`config.mk`:
```
export PLATFORM = sky130hd
export DESIGN_NAME = nand_reduce_pipe
export DESIGN_NICKNAME = d
export VERILOG_FILES = /design/src/rtl/nand_reduce_pipe.sv
export SDC_FILE = /design/constraint.sdc
export NUM_CORES = 1
export LEC_CHECK = 0
export BUFFER_PORTS_ARGS = -buffer_cell sky130_fd_sc_hd__buf_2
export CORE_ASPECT_RATIO = 1.2
export CORE_UTILIZATION = 51
export CTS_CLUSTER_DIAMETER = 200
export DETAILED_ROUTE_END_ITERATION = 10
export PLACE_DENSITY = 0.76
export SYNTH_ARGS = -nofsm -noshare
export SYNTH_HDL_FRONTEND = slang
export SYNTH_SLANG_ARGS = --single-unit
```
`constraint.sdc`:
```
create_clock -name CK -period 3.5 [get_ports CK]
set_input_delay 0.175 -clock CK [delete_from_list [all_inputs] [get_ports CK]]
set_output_delay 0.175 -clock CK [all_outputs]
set_load 0.05 [all_outputs]
```
`src/rtl/nand_reduce_pipe.sv`:
```
// -----------------------------------------------------------------------------
// nand_reduce_pipe
//
// Pipelined, multi-channel bitwise reduction. It replaces the fixed 10-input
// NAND macro. Each channel reduces its WIDTH-bit slice of A with a selectable
// operator (NAND/AND/NOR/OR/XOR/XNOR). A result can either cover a single beat
// or accumulate across a multi-beat frame that ends on LASTI.
//
// Pipeline:
//   stage 1 : per-channel group partials (GROUP bits each, last group padded
//             with the operator identity), plus the decoded frame mode
//   stage 2 : fold the partials into the per-channel accumulator; on the last
//             beat of a frame, present the (optionally inverted) result
//
// Ports:
//   CK     in   clock, rising edge
//   CDN    in   asynchronous active-low clear
//   A      in   CHANNELS*WIDTH operand bits, channel c at A[c*WIDTH +: WIDTH]
//   MODE   in   0 NAND, 1 AND, 2 NOR, 3 OR, 4 XOR, 5 XNOR, 6/7 illegal (NAND)
//   ACC    in   1 = accumulate beats until LASTI, 0 = single-beat frames
//   LASTI  in   final beat of a frame (only meaningful when ACC=1)
//   VI     in   input beat valid
//   RO     out  ready to upstream
//   ZN     out  CHANNELS-bit frame result
//   MERR   out  frame was started with an illegal MODE
//   VO     out  ZN/MERR valid
//   RI     in   downstream ready
// -----------------------------------------------------------------------------
module nand_reduce_pipe #(
  parameter int WIDTH    = 10,
  parameter int CHANNELS = 1,
  parameter int GROUP    = 4
) (
  input  logic                      CK,
  input  logic                      CDN,
  input  logic [CHANNELS*WIDTH-1:0] A,
  input  logic [2:0]                MODE,
  input  logic                      ACC,
  input  logic                      LASTI,
  input  logic                      VI,
  output logic                      RO,
  output logic [CHANNELS-1:0]       ZN,
  output logic                      MERR,
  output logic                      VO,
  input  logic                      RI
);

  localparam int P    = (WIDTH + GROUP - 1) / GROUP;
  localparam int PADW = P * GROUP;
  localparam int PADN = PADW - WIDTH;

  localparam logic [1:0] OP_AND = 2'd0;
  localparam logic [1:0] OP_OR  = 2'd1;
  localparam logic [1:0] OP_XOR = 2'd2;

  // Identity element of the base operator: 1 for AND, 0 for OR/XOR.
  function automatic logic ident(input logic [1:0] op);
    return (op == OP_AND);
  endfunction

  function automatic logic combine(input logic [1:0] op, input logic x,
                                   input logic y);
    logic r;
    case (op)
      OP_AND:  r = x & y;
      OP_OR:   r = x | y;
      default: r = x ^ y;
    endcase
    return r;
  endfunction

  function automatic logic reduce_group(input logic [1:0] op,
                                        input logic [GROUP-1:0] bits);
    logic r;
    r = ident(op);
    for (int g = 0; g < GROUP; g++) r = combine(op, r, bits[g]);
    return r;
  endfunction

  function automatic logic reduce_parts(input logic [1:0] op,
                                        input logic [P-1:0] parts);
    logic r;
    r = ident(op);
    for (int p = 0; p < P; p++) r = combine(op, r, parts[p]);
    return r;
  endfunction

  // Returns {illegal, invert, base_op[1:0]}. Illegal codes behave as NAND.
  function automatic logic [3:0] decode_mode(input logic [2:0] m);
    logic [3:0] d;
    case (m)
      3'd0:    d = {1'b0, 1'b1, OP_AND};
      3'd1:    d = {1'b0, 1'b0, OP_AND};
      3'd2:    d = {1'b0, 1'b1, OP_OR};
      3'd3:    d = {1'b0, 1'b0, OP_OR};
      3'd4:    d = {1'b0, 1'b0, OP_XOR};
      3'd5:    d = {1'b0, 1'b1, OP_XOR};
      default: d = {1'b1, 1'b1, OP_AND};
    endcase
    return d;
  endfunction

  // Handshake and control.
  logic       run;
  logic       s1_v;
  logic       adv;
  logic       accept;
  logic       fire;
  logic       last_in;

  // Input-side frame tracking. It latches the mode on the first beat of a frame.
  logic       in_open;
  logic [1:0] in_op;
  logic       in_inv;
  logic       in_err;
  logic [3:0] dec;
  logic [1:0] cur_op;
  logic       cur_inv;
  logic       cur_err;

  logic                     pad_bit;
  logic [CHANNELS*PADW-1:0] a_pad;
  logic [CHANNELS*P-1:0]    part_d;

  logic [1:0]            s1_op;
  logic                  s1_inv;
  logic                  s1_err;
  logic                  s1_last;
  logic [CHANNELS*P-1:0] s1_part;

  logic                s2_open;
  logic [CHANNELS-1:0] acc;
  logic [CHANNELS-1:0] acc_new;

  assign adv     = !VO | RI;
  // run holds RO low until the first clock edge after reset release.
  assign RO      = run & (!s1_v | adv);
  assign accept  = VI & RO;
  assign fire    = s1_v & adv;
  assign last_in = LASTI | !ACC;

  assign dec     = decode_mode(MODE);
  assign cur_op  = in_open ? in_op  : dec[1:0];
  assign cur_inv = in_open ? in_inv : dec[2];
  assign cur_err = in_open ? in_err : dec[3];
  assign pad_bit = ident(cur_op);

  always_ff @(posedge CK or negedge CDN) begin
    if (!CDN) begin
      run <= 1'b0;
    end else begin
      run <= 1'b1;
    end
  end

  always_ff @(posedge CK or negedge CDN) begin
    if (!CDN) begin
      in_open <= 1'b0;
      in_op   <= OP_AND;
      in_inv  <= 1'b0;
      in_err  <= 1'b0;
    end else if (accept) begin
      in_open <= !last_in;
      in_op   <= cur_op;
      in_inv  <= cur_inv;
      in_err  <= cur_err;
    end
  end

  // Pad each channel to a whole number of groups with the operator identity.
  // Padding with the identity leaves the reduction result unchanged.
  for (genvar c = 0; c < CHANNELS; c++) begin : g_pad
    if (PADN > 0) begin : g_fill
      assign a_pad[c*PADW +: PADW] = {{PADN{pad_bit}}, A[c*WIDTH +: WIDTH]};
    end else begin : g_exact
      assign a_pad[c*PADW +: PADW] = A[c*WIDTH +: WIDTH];
    end
  end

  always_comb begin
    part_d = '0;
    for (int c = 0; c < CHANNELS; c++) begin
      for (int p = 0; p < P; p++) begin
        part_d[c*P + p] = reduce_group(cur_op, a_pad[c*PADW + p*GROUP +: GROUP]);
      end
    end
  end

  // ---- stage 1: group partials, registered on accept ----
  always_ff @(posedge CK or negedge CDN) begin
    if (!CDN) begin
      s1_v    <= 1'b0;
      s1_op   <= OP_AND;
      s1_inv  <= 1'b0;
      s1_err  <= 1'b0;
      s1_last <= 1'b0;
    end else if (RO) begin
      s1_v <= VI;
      if (VI) begin
        s1_op   <= cur_op;
        s1_inv  <= cur_inv;
        s1_err  <= cur_err;
        s1_last <= last_in;
      end
    end
  end

  always_ff @(posedge CK) begin
    if (accept) s1_part <= part_d;
  end

  // The accumulator starts from the identity on the first beat of a frame.
  always_comb begin
    acc_new = '0;
    for (int c = 0; c < CHANNELS; c++) begin
      acc_new[c] = combine(s1_op, s2_open ? acc[c] : ident(s1_op),
                           reduce_parts(s1_op, s1_part[c*P +: P]));
    end
  end

  // ---- stage 2: accumulate, present result on frame end ----
  always_ff @(posedge CK or negedge CDN) begin
    if (!CDN) begin
      s2_open <= 1'b0;
      acc     <= '0;
      VO      <= 1'b0;
      ZN      <= '0;
      MERR    <= 1'b0;
    end else begin
      if (fire && s1_last) begin
        // A new result overrides any consumption in the same cycle.
        ZN      <= acc_new ^ {CHANNELS{s1_inv}};
        MERR    <= s1_err;
        VO      <= 1'b1;
        acc     <= '0;
        s2_open <= 1'b0;
      end else begin
        if (fire) begin
          acc     <= acc_new;
          s2_open <= 1'b1;
        end
        if (RI) VO <= 1'b0;
      end
    end
  end

endmodule
```
* After elaboration in Yosys (flattened, before gate mapping)
Index checks and enable logic that the tools add are counted.
Word-level totals: register bits after elaboration 20, latch bits 0, RAM bits 0, bits in read-only memories 0, bits of input ports 19, output and inout bits 4, logic and storage cells 116, memories kept 0
Cells by class: $add $sub $neg 0, multipliers 0, div/mod/pow operators 0, order comparisons 0, eq/ne operators 7, shift-type cells 0, multiplexer cells 27, bitwise operators 55, reduce and logical (&&, ||, !) cells 11
Operators with widths (count):
- $pmux W1 S2 | 16
- $pmux W4 S6 | 1
- $and A1 B1 Y1 | 19
- $or A1 B1 Y1 | 19
- $xor A1 B1 Y1 | 17
- $mux W1 | 9
- $eq A3 B2 Y1 const B | 2
- $eq A3 B3 Y1 const B | 2
- $eq A2 B1 Y1 const B | 2
- $logic_not A1 Y1 | 4
- $logic_not A2 Y1 | 2
- $reduce_bool A2 Y1 | 2
- $eq A3 B1 Y1 const B | 1
- $logic_not A3 Y1 | 1
- $mux W2 | 1
- $reduce_and A2 Y1 | 1
- $logic_and A1 B1 Y1 | 1

* Logic depth before layout (Yosys ltp)
depth in word-level cells 12, depth in mapped cells 22, gate-level depth less buffers 21

* Least setup slack after synthesis
OpenSTA, ideal clock, no wires.
path type reg2reg, from register in_op[1] (netlist name), to register ZN, library setup time 0.128 ns, arrival time 3.168 ns, data required time 3.372 ns, path slack 0.203 ns, cell stages (with the launch flop) 23, path buffers 1, period minus slack after synthesis 3.297 ns, path through dfrtp_1 -> clkbuf_1 -> or2_2 -> ha_1 -> inv_1 -> a21oi_1 -> o21ai_0 -> inv_1 -> ha_1 -> nand2_1 -> o21ai_0 -> o21ai_0 -> inv_1 -> ha_1 -> nand2_1 -> o21ai_0 -> o21ai_0 -> inv_1 -> ha_1 -> and2_1 -> o31ai_2 -> xnor2_1 -> o21ai_0
RTL lines:
- to (signal assigned) | RTL line 232 | ZN <= acc_new ^ {CHANNELS{s1_inv}};
- to (decl) | RTL line 42 | output logic [CHANNELS-1:0] ZN,

==> flow_summary.json <==
{
  "run_status": "finished clean",
  "finalHoldViolCount": 0,
  "netlist.area_leader.share_pct": 22.5,
  "setup_violations": 0,
  "num_io_pins": 23,
  "synth-seq-area-share_pct": 28.7,
  "gp_congestion": 0.773,
  "min_period_over_period_pct": 91.9,
  "die-area_um2": 3060,
  "yosys_most_used_dff": "sky130_fd_sc_hd__dfrtp_1",
  "postSynth.asyncResetShare_pct": 81.3,
  "count_of_state_elements_after_synthesis": 16,
  "r2r_cells": 21,
  "critical_path.cell_chain": "or2_2 -> ha_1 -> inv_1 -> a21oi_1 -> o21ai_1 -> inv_1 -> ha_1 -> nand2_1 -> o21ai_0 -> o21ai_1 -> inv_1 -> ha_1 -> nand2_1 -> o21ai_0 -> o21ai_1 -> inv_1 -> ha_1 -> and2_1 -> o31ai_4 -> xnor2_1 -> o21ai_0",
  "stdcell_area_um2": 1640,
  "path_max_fanout": 3,
  "slew-limit-headroom_pct": 42.2,
  "slowest_stage": "sky130_fd_sc_hd__dfrtp_1",
  "leakage_nw": 0.899,
  "cpLargestDelayFamily": "compound AO/OA/AOI/OAI gates",
  "finClkSkew_ps": 1.38,
  "cts_tree": "built",
  "cts_buffers": 3,
  "postRouteAntennaNets": 0,
  "fp.dieW_um": 50.6,
  "floorplan.initialDensity_pct": 55.6,
  "overflow": 0,
  "grt_pass1_wl_mm": 4.31,
  "vias_per_cell": 5.15,
  "clock_tree.root_cell": "sky130_fd_sc_hd__clkbuf_4",
  "timing_worst_slew_pin_value_ps": 863,
  "critPathCaptureType": "register",
  "syn2layout_area_growth_pct": 13.3,
  "post_layout_nonfiller_instances": 220,
  "clk_path_buf_depth": 2,
  "layout-drive-gt1-share_pct": 21.9,
  "critical_path_arrival_ps": 3390,
  "min_path_cells": 3,
  "utilization_pct": 63.0,
  "buffer_ports.inserted": 22,
  "detailed_place.area_um2": 1590,
  "number_of_global_route_vias_before_repair": 1126,
  "layout_min_cycle_time_ps": 3220,
  "critPathRequiredTime_ps": 3680,
  "maxClockFrequency_ghz": 0.311,
  "wl_mm": 2.48,
  "cts.sinks": 16,
  "detailedPlacementHpwl_mm": 2.05,
  "max_cap_violations": 0,
  "h-tree-depth": 1,
  "clk_transition_reported_paths_ps": 90,
  "timing.critical_path.from_type": "register",
  "cell_count_after_synthesis": 162,
  "hp-class": "input pin to register",
  "critical-path-max-stage-delay_ps": 390,
  "drt_iter0_drc": 17,
  "drc_violation_count_after_routing": 0,
  "synth_area_um2": 1450,
  "yosys_warnings": 0,
  "pre_cts_ws_ps": 50.3,
  "gr-usage-all-layers_pct": 18.3,
  "placement_rows": 20,
  "drt-pass1-iter-count": 4,
  "layout_setup_ws_ps": 285,
  "fin_nets": 233,
  "mappedNetlistNets": 207,
  "pwr_density_cell_nw_per_um2": 444,
  "synth_area_leader_cell": "sky130_fd_sc_hd__dfrtp_1",
  "fp.dieH_um": 60.4,
  "critical_path_cell_count": 21,
  "buffers_and_inverters_on_the_worst_path": 4,
  "clock_latency_ps": 290,
  "wl_per_cell_um": 11.3,
  "antenna_found_initial": 0,
  "top_area_cells_in_the_synthesized_netlist": "sky130_fd_sc_hd__dfrtp_1 22%, sky130_fd_sc_hd__ha_1 22%, sky130_fd_sc_hd__inv_1 8.0%",
  "dpl.cell_count": 214,
  "via_count": 1133,
  "grt_max_degree": 20,
  "maxSlewViolCount": 0,
  "report.power.total_mw": 0.728,
  "postSynthAreaPerCell_um2": 8.94,
  "post_synth_num_cell_types": 29,
  "ant_diodes": 0,
  "ir_drop_v": 0.000322,
  "synth_edf_count": 3,
  "setup.worst_path.class": "register to register",
  "core-area_um2": 2600
}
-- sequential cells by signal, indices dropped and copies added (netlist names) --
register	flops
MERR	1
VO	1
ZN	1
acc	1
in_err	1
in_inv	1
in_op	2
in_open	1
run	1
s1_last	1
s1_part	3
s1_v	1
s2_open	1
-- per-layer routing --
metal | GRT usage [%] | share of wire, % | wire length [um]
met1 | 19.0 | 40 | 1000
met2 | 36.6 | 58 | 1430
met3 | 2.26 | 1.2 | 29
met4 | 7.94 | 0.81 | 20
met5 | 0 | 0 | 0
-- power breakdown --
group	internal (mW)	switching, mW	leakage, nW
Sequential	0.231	0.0259	0.192
Combinational	0.156	0.214	0.691
Clock	0.0415	0.0598	0.0154
-- synthesized netlist by cell type, types with 3 or more instances --
library cell and instances:
sky130_fd_sc_hd__o21ai_0 12, sky130_fd_sc_hd__nand2_1 17, sky130_fd_sc_hd__buf_2 3, sky130_fd_sc_hd__inv_1 31
sky130_fd_sc_hd__edfxtp_1 3, sky130_fd_sc_hd__ha_1 26, sky130_fd_sc_hd__mux2i_1 11, sky130_fd_sc_hd__nor2_1 5
sky130_fd_sc_hd__o21a_1 3, sky130_fd_sc_hd__nand2b_1 3, sky130_fd_sc_hd__a21oi_1 8, sky130_fd_sc_hd__dfrtp_1 13
sky130_fd_sc_hd__mux2_2 8
-- timing repair --
action | in CTS | in global routing
hold buffers | 1 | 0
hold endpoints to repair | 13 | 0
resized for setup | 0 | 4
endpoints found under the setup margin | 0 | 2
setup buffers | 0 | 1
-- worst reg2reg max path: stages, from the launching register on --
cell	delay (ps)
sky130_fd_sc_hd__dfrtp_1	390
sky130_fd_sc_hd__or2_2	320
sky130_fd_sc_hd__ha_1	190
sky130_fd_sc_hd__inv_1	50
sky130_fd_sc_hd__a21oi_1	60
sky130_fd_sc_hd__o21ai_1	170
sky130_fd_sc_hd__inv_1	60
sky130_fd_sc_hd__ha_1	180
sky130_fd_sc_hd__nand2_1	60
sky130_fd_sc_hd__o21ai_0	70
sky130_fd_sc_hd__o21ai_1	190
sky130_fd_sc_hd__inv_1	60
sky130_fd_sc_hd__ha_1	170
sky130_fd_sc_hd__nand2_1	50
sky130_fd_sc_hd__o21ai_0	70
sky130_fd_sc_hd__o21ai_1	160
sky130_fd_sc_hd__inv_1	60
sky130_fd_sc_hd__ha_1	170
sky130_fd_sc_hd__and2_1	180
sky130_fd_sc_hd__o31ai_4	210
sky130_fd_sc_hd__xnor2_1	150
sky130_fd_sc_hd__o21ai_0	90
-- per-stage QoR --
step	hold slack, ps	setup TNS (ps)
after floorplan	-121	0
after global placement	66.8	0
after detailed placement	74.2	0
after CTS	159	0
after global routing	178	-20.9
final	167	0
-- path summary, 6_finish.rpt --
check / start / end / slack, ps
max in group asynchronous: CDN / s1_v$_DFFE_PN0P_ / 2980
worst min-delay path: MODE[1] / in_err$_DFFE_PN0P_ / 170
worst max register to register: in_op[0]$_DFFE_PN0P_ / ZN$_DFFE_PN0P_ / 280
worst max-delay path: in_op[0]$_DFFE_PN0P_ / ZN$_DFFE_PN0P_ / 280
worst min register to register: ZN$_DFFE_PN0P_ / ZN$_DFFE_PN0P_ / 480
min in group asynchronous: CDN / in_open$_DFFE_PN0P_ / 300
-- placed cells by master, fill, tap and decap left out --
master	count
sky130_fd_sc_hd__o21a_1	3
sky130_fd_sc_hd__xnor2_1	1
sky130_fd_sc_hd__nand2b_1	3
sky130_fd_sc_hd__a21o_1	2
sky130_fd_sc_hd__conb_1	1
sky130_fd_sc_hd__mux2i_1	11
sky130_fd_sc_hd__o21ai_0	9
sky130_fd_sc_hd__o21ai_4	1
sky130_fd_sc_hd__edfxtp_1	3
sky130_fd_sc_hd__o31ai_1	2
sky130_fd_sc_hd__dfrtp_1	13
sky130_fd_sc_hd__o21ai_1	3
sky130_fd_sc_hd__nor2_1	5
sky130_fd_sc_hd__inv_1	31
sky130_fd_sc_hd__nand2_1	17
sky130_fd_sc_hd__a21oi_1	8
sky130_fd_sc_hd__mux2_2	8
sky130_fd_sc_hd__dlygate4sd3_1	1
sky130_fd_sc_hd__and2_1	1
sky130_fd_sc_hd__buf_4	4
sky130_fd_sc_hd__clkinv_1	1
sky130_fd_sc_hd__a31oi_1	1
sky130_fd_sc_hd__buf_2	22
sky130_fd_sc_hd__o211ai_1	1
sky130_fd_sc_hd__clkbuf_4	3
sky130_fd_sc_hd__nor3b_1	1
sky130_fd_sc_hd__nand3_1	1
sky130_fd_sc_hd__or2_2	1
sky130_fd_sc_hd__o31ai_4	1
sky130_fd_sc_hd__ha_1	26
sky130_fd_sc_hd__a22o_1	1
sky130_fd_sc_hd__nand2b_4	1
-- cell families after synthesis --
family                     Yosys count  share of synthesized area, %
other                                1                         0.259
DFF                                 16                          28.7
xor gates and xnor gates             1                         0.605
and+or+nand+nor                     30                          9.68
AOI/OAI and AO/OA                   32                          14.1
muxes                               19                          13.8
adders and majority gates           26                          22.5
buffers and inverters               37                          10.4
-- final cells by class --
| type | instances | area (um^2) |
|---|---|---|
| clock buffer | 3 | 22.5 |
| timing repair buffer | 27 | 150 |
| sequential | 16 | 415 |
| fill | 225 | 962 |
| multi-input combinational | 109 | 891 |
| inverter | 31 | 116 |
| clock inverter | 1 | 3.75 |
| tap | 33 | 41.3 |
Note: power is estimated with default switching activity, not from simulation.
